===== src/rtl/apb_master_arbiter_pkg.sv =====
`default_nettype none
// ============================================================================
// Module      : apb_arb_pkg
// Description : Shared constants for the APB master arbiter (FSM encoding,
//               slave-select decode field, timeout counter width).
// Revision    : 1.0 - initial release
// ============================================================================
package apb_arb_pkg;

    localparam logic [1:0] c_ST_IDLE   = 2'd0;
    localparam logic [1:0] c_ST_SETUP  = 2'd1;
    localparam logic [1:0] c_ST_ACCESS = 2'd2;

    localparam int APB_SEL_W = 16;
    localparam int SEL_LSB   = 24;
    localparam int SEL_MSB   = 27;
    localparam int CNT_W     = 16;

endpackage
`default_nettype wire


===== src/rtl/apb_master_arbiter_rr_arbiter.sv =====
`default_nettype none
// ============================================================================
// Module      : rr_arbiter
// Description : Combinational round-robin picker; searches upward from
//               i_last+1 (mod NREQ) for the first active request.
// Revision    : 1.0 - initial release
// ============================================================================
module rr_arbiter #(
    parameter int NREQ  = 4,
    parameter int IDX_W = (NREQ > 1) ? $clog2(NREQ) : 1
) (
    input  logic [NREQ-1:0]  i_req,
    input  logic [IDX_W-1:0] i_last,
    output logic [NREQ-1:0]  o_gnt,
    output logic [IDX_W-1:0] o_idx
);

    int   w_last;
    logic w_found;

    // Two ascending passes: indices above i_last first, then the wrap-around.
    always_comb begin
        w_last  = int'(i_last);
        w_found = 1'b0;
        o_gnt   = '0;
        o_idx   = '0;
        for (int j = 0; j < NREQ; j++) begin
            if (!w_found && i_req[j] && (j > w_last)) begin
                w_found  = 1'b1;
                o_gnt[j] = 1'b1;
                o_idx    = IDX_W'(j);
            end
        end
        for (int j = 0; j < NREQ; j++) begin
            if (!w_found && i_req[j] && (j <= w_last)) begin
                w_found  = 1'b1;
                o_gnt[j] = 1'b1;
                o_idx    = IDX_W'(j);
            end
        end
    end

endmodule
`default_nettype wire


===== src/rtl/apb_master_arbiter.sv =====
`default_nettype none
// ============================================================================
// Module      : apb_master_arbiter
// Description : Round-robin sharing of one APB3 master port between NREQ
//               requesters, with slave-select decode and ACCESS timeout.
// Revision    : 1.0 - initial release
// ============================================================================
module apb_master_arbiter
    import apb_arb_pkg::*;
#(
    parameter int NREQ    = 4,
    parameter int TIMEOUT = 256
) (
    input  logic                 PCLK,
    input  logic                 PRESET,
    input  logic [NREQ-1:0]      REQ,
    input  logic [32*NREQ-1:0]   REQ_ADDR,
    input  logic [NREQ-1:0]      REQ_WRITE,
    input  logic [32*NREQ-1:0]   REQ_WDATA,
    output logic [NREQ-1:0]      GNT,
    output logic [NREQ-1:0]      DONE,
    output logic [31:0]          RDATA,
    output logic                 SLVERR,
    output logic                 TOUT,
    output logic [APB_SEL_W-1:0] PSEL,
    output logic [31:0]          PADDR,
    output logic                 PWRITE,
    output logic                 PENABLE,
    output logic [31:0]          PWDATA,
    input  logic [31:0]          PRDATA,
    input  logic                 PREADY,
    input  logic                 PSLVERR
);

    localparam int IDX_W = (NREQ > 1) ? $clog2(NREQ) : 1;
    localparam logic [CNT_W-1:0] c_TO_LAST = CNT_W'((TIMEOUT == 0) ? 0 : TIMEOUT - 1);

    logic [1:0]           r_state;
    logic [IDX_W-1:0]     r_last;
    logic [CNT_W-1:0]     r_cnt;
    logic [NREQ-1:0]      r_gnt;
    logic [NREQ-1:0]      r_done;
    logic [31:0]          r_rdata;
    logic                 r_slverr;
    logic                 r_tout;
    logic [APB_SEL_W-1:0] r_psel;
    logic [31:0]          r_paddr;
    logic                 r_pwrite;
    logic                 r_penable;
    logic [31:0]          r_pwdata;

    logic [NREQ-1:0]      w_elig;
    logic [NREQ-1:0]      w_win;
    logic [IDX_W-1:0]     w_win_idx;
    logic [31:0]          w_sel_addr;
    logic [31:0]          w_sel_wdata;
    logic                 w_sel_write;

    // A requester still holding REQ during its own DONE cycle must not win again.
    assign w_elig = REQ & ~r_done;

    rr_arbiter #(
        .NREQ  (NREQ),
        .IDX_W (IDX_W)
    ) u_rr (
        .i_req  (w_elig),
        .i_last (r_last),
        .o_gnt  (w_win),
        .o_idx  (w_win_idx)
    );

    always_comb begin
        w_sel_addr  = '0;
        w_sel_wdata = '0;
        w_sel_write = 1'b0;
        for (int j = 0; j < NREQ; j++) begin
            if (w_win[j]) begin
                w_sel_addr  = REQ_ADDR[32*j +: 32];
                w_sel_wdata = REQ_WDATA[32*j +: 32];
                w_sel_write = REQ_WRITE[j];
            end
        end
    end

    always_ff @(posedge PCLK) begin
        if (PRESET) begin
            r_state   <= c_ST_IDLE;
            r_last    <= IDX_W'(NREQ - 1);
            r_cnt     <= '0;
            r_gnt     <= '0;
            r_done    <= '0;
            r_rdata   <= '0;
            r_slverr  <= 1'b0;
            r_tout    <= 1'b0;
            r_psel    <= '0;
            r_paddr   <= '0;
            r_pwrite  <= 1'b0;
            r_penable <= 1'b0;
            r_pwdata  <= '0;
        end else begin
            r_done <= '0;
            case (r_state)
                c_ST_IDLE: begin
                    r_gnt <= '0;
                    if (|w_elig) begin
                        r_state  <= c_ST_SETUP;
                        r_gnt    <= w_win;
                        r_last   <= w_win_idx;
                        r_paddr  <= w_sel_addr;
                        r_pwrite <= w_sel_write;
                        r_pwdata <= w_sel_wdata;
                        r_psel   <= APB_SEL_W'(1) << w_sel_addr[SEL_MSB:SEL_LSB];
                    end
                end
                c_ST_SETUP: begin
                    r_state   <= c_ST_ACCESS;
                    r_penable <= 1'b1;
                    r_cnt     <= '0;
                end
                c_ST_ACCESS: begin
                    if (PREADY) begin
                        r_state   <= c_ST_IDLE;
                        r_done    <= r_gnt;
                        r_rdata   <= r_pwrite ? 32'd0 : PRDATA;
                        r_slverr  <= PSLVERR;
                        r_tout    <= 1'b0;
                        r_psel    <= '0;
                        r_penable <= 1'b0;
                        r_paddr   <= '0;
                        r_pwdata  <= '0;
                    end else if ((TIMEOUT != 0) && (r_cnt == c_TO_LAST)) begin
                        r_state   <= c_ST_IDLE;
                        r_done    <= r_gnt;
                        r_rdata   <= '0;
                        r_slverr  <= 1'b1;
                        r_tout    <= 1'b1;
                        r_psel    <= '0;
                        r_penable <= 1'b0;
                        r_paddr   <= '0;
                        r_pwdata  <= '0;
                        r_pwrite  <= 1'b0;
                    end else begin
                        r_cnt <= r_cnt + 1'b1;
                    end
                end
                default: begin
                    r_state <= c_ST_IDLE;
                end
            endcase
        end
    end

    assign GNT     = r_gnt;
    assign DONE    = r_done;
    assign RDATA   = r_rdata;
    assign SLVERR  = r_slverr;
    assign TOUT    = r_tout;
    assign PSEL    = r_psel;
    assign PADDR   = r_paddr;
    assign PWRITE  = r_pwrite;
    assign PENABLE = r_penable;
    assign PWDATA  = r_pwdata;

endmodule
`default_nettype wire


===== config.mk =====
export PLATFORM = sky130hd
export DESIGN_NAME = apb_master_arbiter
export DESIGN_NICKNAME = d
export VERILOG_FILES = /design/src/rtl/apb_master_arbiter_pkg.sv /design/src/rtl/apb_master_arbiter_rr_arbiter.sv /design/src/rtl/apb_master_arbiter.sv
export SDC_FILE = /design/constraint.sdc
export NUM_CORES = 1
export LEC_CHECK = 0
export CORE_AREA = 2 2 165 167
export DETAILED_ROUTE_END_ITERATION = 8
export DIE_AREA = 0 0 167 169
export PLACE_DENSITY = 0.68
export SLEW_MARGIN = 25
export SYNTH_ARGS = -nofsm -noshare
export SYNTH_HDL_FRONTEND = slang
export SYNTH_SLANG_ARGS = --single-unit

===== constraint.sdc =====
create_clock -name PCLK -period 2.15 [get_ports PCLK]
set_input_delay 0.5375 -clock PCLK [delete_from_list [all_inputs] [get_ports PCLK]]
set_output_delay 0.5375 -clock PCLK [all_outputs]
set_load 0.01 [all_outputs]

==> out/summary.md <==
Static timing analysis puts the maximum clock frequency at 0.472 GHz. At the worst endpoint, the required time is 2.48 ns. The deepest clock path buffer count was 2. TritonCTS built the clock tree.

By area the synthesized netlist is led by dfxtp_1 (45%), a222oi_1 (9.5%), a21oi_1 (5.6%). The run finished, with violations left. Max-cap violations in this run came to 0. The die width is 167 um, and the post-layout net count is 1,478. The analysis attributes to cell leakage a power of 4.88 nW. The run gives 7,649 as the via count of the first global-routing pass. The number of antenna violations at the first check in global routing is 0, and the sequential fraction of the synthesis area is 0.450. The HPWL after detailed placement is 22,700 um. For the total cell area at the placement stage, the log shows 11,600 sq um. After synthesis, the largest family of logic cells by area is compound AO/OA/AOI/OAI gates. The cell area that synthesis handed to floorplanning was 6400 sq um. The H-tree was split into 4 levels. The area share of fa/ha/maj cells after synthesis was 0.00196. After detailed routing, the number of vias per cell comes to 5.05.

Entering global routing, the biggest net connects 59 pins. The final critical-path required period was 2.12 ns; the vias after detailed routing was 7,734. For the wire length after detailed routing, the log shows 29,700 um.

The tools report the remaining number of nets flagged by the antenna check after routing as 0. Number of I/O port buffers: 423. The tools report the source of the worst hold timing path as PADDR[0]$_SDFFE_PP0P_. The headroom to the max-slew limit is 0.601.

Largest area contributor in the synthesized netlist: dfxtp_1. The number of antenna diodes in the final layout is 0. The starting density of the core was 0.242. The clock net in this run drives a total of 144 sinks. The count of final setup violators is 0, and the final number of hold-violating endpoints is 0. The critical path startpoint category was a flop.

The signed area change from the synthesized netlist to the final layout was 96.3%. Data on the critical path arrives at its endpoint at 2.44 ns. The worst hold slack is 0.452 ns. Simple logic cell fraction of the synthesized area: 0.148. The number of hold-repair buffers added at the cts stage was 0.

Synthesis handed over a netlist of 703 instances. The worst setup path is of the flop to flop kind. The number of nets in the synthesized netlist is 1,004. By count the netlist is led by dfxtp_1 (144), nand2_1 (75), a21oi_1 (72).

The worst min-delay path class is flop to flop. The layout cell share with drive strength beyond 1 was 0.160; the power density over the cells was 698 nW/um^2. The xor/xnor cell area share of the yosys netlist was 0.00821. Setup repair after global routing could not meet its margin everywhere.

The run gives 9 as the first-pass iteration count of the detailed router. Most used standard cell by instance count after synthesis: dfxtp_1. The CTS clock-pin slew for the worst setup and hold paths was 0.07 ns; the placement row count was 60. The cell sitting at the root of the clock tree is a clkbuf_16. The number of different library cells in the post-synthesis netlist is 60, and the multiplexer share of the synthesized area is 0.00332. The DRC violation count after routing is 5, and the post-synthesis compound-gate area fraction is 0.343. The count of routing violations after the opening detailed-route iteration is 808. For the global placer's final weighted congestion, the log shows 0.862.

The first-pass GRT wire length came out at 43,800 um. For this run, the leading register cell type out of synthesis is dfxtp_1. The fraction of synthesis flops using an asynchronous set or reset pin was 0. Overall die area: 28,200 sq um. The global router's overall resource usage is 0.198.

The clock latency reported for the late side of the worst-skew pair came out at 0.43 ns. Yosys mapped a number of flops with a built-in enable equal to 0. Measured along the y axis, the die boundary spans 169 um.

The highest ir drop seen on vdd came out at 0.463 mV. Counting the buffers created by CTS gives 17. The mean routed wirelength per cell was 19.4 um. STA classifies the critical path endpoint as a flop. For the pin with the worst max-slew slack, the measured transition is 0.597 ns. The synthesized design contains 144 register bits.

The run gives 424 as the I/O pin count. Once layout is done, the placed cells without fillers occupy 12,600 sq um. For this run the aggregate overflow at the end of global routing stands at 0. Mean post-synth cell area: 9.10 sq um. The delay contributed by the slowest stage of the critical path is 0.42 ns. The final number of max-transition violations was 0; the area inside the core boundary was 26,500 sq um. The worst-path cell with the longest stage delay is a2111o_1. The fraction of the cycle the final worst path needs came out at 0.985. Start of the worst register-to-register path: r_last[0]$_SDFFE_PP1P_.

The tools report the launching instance or port of the critical path as r_last[0]$_SDFFE_PP1P_. The area share of the largest cell type after synthesis came out at 0.450. The checks that failed: DRC. Worst-case clock skew: 0.0153 ns.

Walking the worst path, the cells encountered are nor3b_4 > nor2_1 > buf_4 > o211a_1 > a2111o_1 > a211o_1 > o31ai_1. The top fanout value on the critical path works out to 4. The Yosys step of the flow raised 0 warnings.
## state kept, by name, summed over array words and instances (netlist names)
signal	flops
PADDR	32
PWDATA	32
RDATA	32
PSEL	16
r_cnt	16
DONE	4
GNT	4
r_last	2
r_state	2
PENABLE	1
PWRITE	1
SLVERR	1
TOUT	1
## per-layer routing
layer,GRT usage,part of all wire,vias up
met1,0.238,0.40,3667
met3,0.0570,0.073,48
li1,-,-,3675
met2,0.340,0.50,344
met5,0,0,-
met4,0.0678,0.024,0
## placed cells by master, fill, tap and decap left out, types with 4 or more instances in the layout
cell	count
a222oi_1	61
a22oi_1	24
o31ai_1	12
inv_8	4
nor3_1	6
buf_12	13
clkbuf_16	18
nor3b_1	4
nand2_1	74
dfxtp_1	138
clkdlybuf4s50_1	418
or2_2	17
a22o_1	32
o21ai_0	12
nand2b_4	4
nor2b_1	6
a21oi_1	70
xor2_1	4
o31ai_2	4
nor2_1	27
or3_1	4
or2_1	5
buf_4	76
clkinv_8	7
nand4_1	7
inv_1	4
a21o_1	39
o21a_1	4
dfxtp_2	4
nand2b_1	5
## per-stage QoR
step | util | setup TNS [ns] | power [mW] | setup WS [ns] | instances
floorplan | - | 0 | 4.05 | 0.0195 | 703
global placement | 0.439 | -51.36 | 5.62 | -0.749 | 1489
detailed placement | 0.439 | -54.30 | 5.63 | -0.785 | 1489
CTS | 0.471 | 0 | 8.84 | 0.00624 | 1530
global route | 0.474 | -0.987 | 9.20 | -0.0691 | 1531
finish | 0.474 | 0 | 8.77 | 0.0315 | 1531
## worst max-delay path: cells and delay by family, from the launching register on
kind | cells | cell delay [ns]
buffers and inverters | 1 | 0.14
and+or+nand+nor | 2 | 0.29
AOI/OAI and AO/OA | 4 | 1.23
DFF | 1 | 0.37
## what timing repair did
item	CTS	global route
setup endpoints to repair	80	66
resized for setup	38	20
pin swaps	14	17
setup buffers	11	1
gates cloned	1	0
## area by class of cell
type / count / area, sq um
inverters: 4 / 15.0
repair buffers: 517 / 5150
fillers: 2503 / 13900
multi-input cells: 493 / 3460
well taps: 341 / 427
clock inverters: 15 / 194
flip-flops and latches: 144 / 2900
clock buffers: 17 / 425
## power breakdown
group / total, mW / switching, mW / internal [mW]
clock network: 3.03 / 1.45 / 1.59
logic: 2.71 / 1.17 / 1.54
registers: 3.03 / 0.137 / 2.89
## worst paths after layout
| check | endpoint | slack (ns) | cells past startpoint |
|---|---|---|---|
| worst max register to register | PSEL[1]$_SDFFE_PP0P_ | 0.03 | 7 |
| worst max-delay path | PSEL[1]$_SDFFE_PP0P_ | 0.03 | 7 |
| worst min register to register | PADDR[0]$_SDFFE_PP0P_ | 0.45 | 1 |
| worst min-delay path | PADDR[0]$_SDFFE_PP0P_ | 0.45 | 1 |
## logic make-up after synthesis
group / after synthesis
AO/OA/AOI/OAI: 294
XOR/XNOR: 6
adder cells (fa/ha/maj): 1
buffers and inverters: 66
flip-flops: 144
multiplexers: 2
AND/OR/NAND/NOR: 190
No activity file was read; power rests on OpenSTA's default activity.
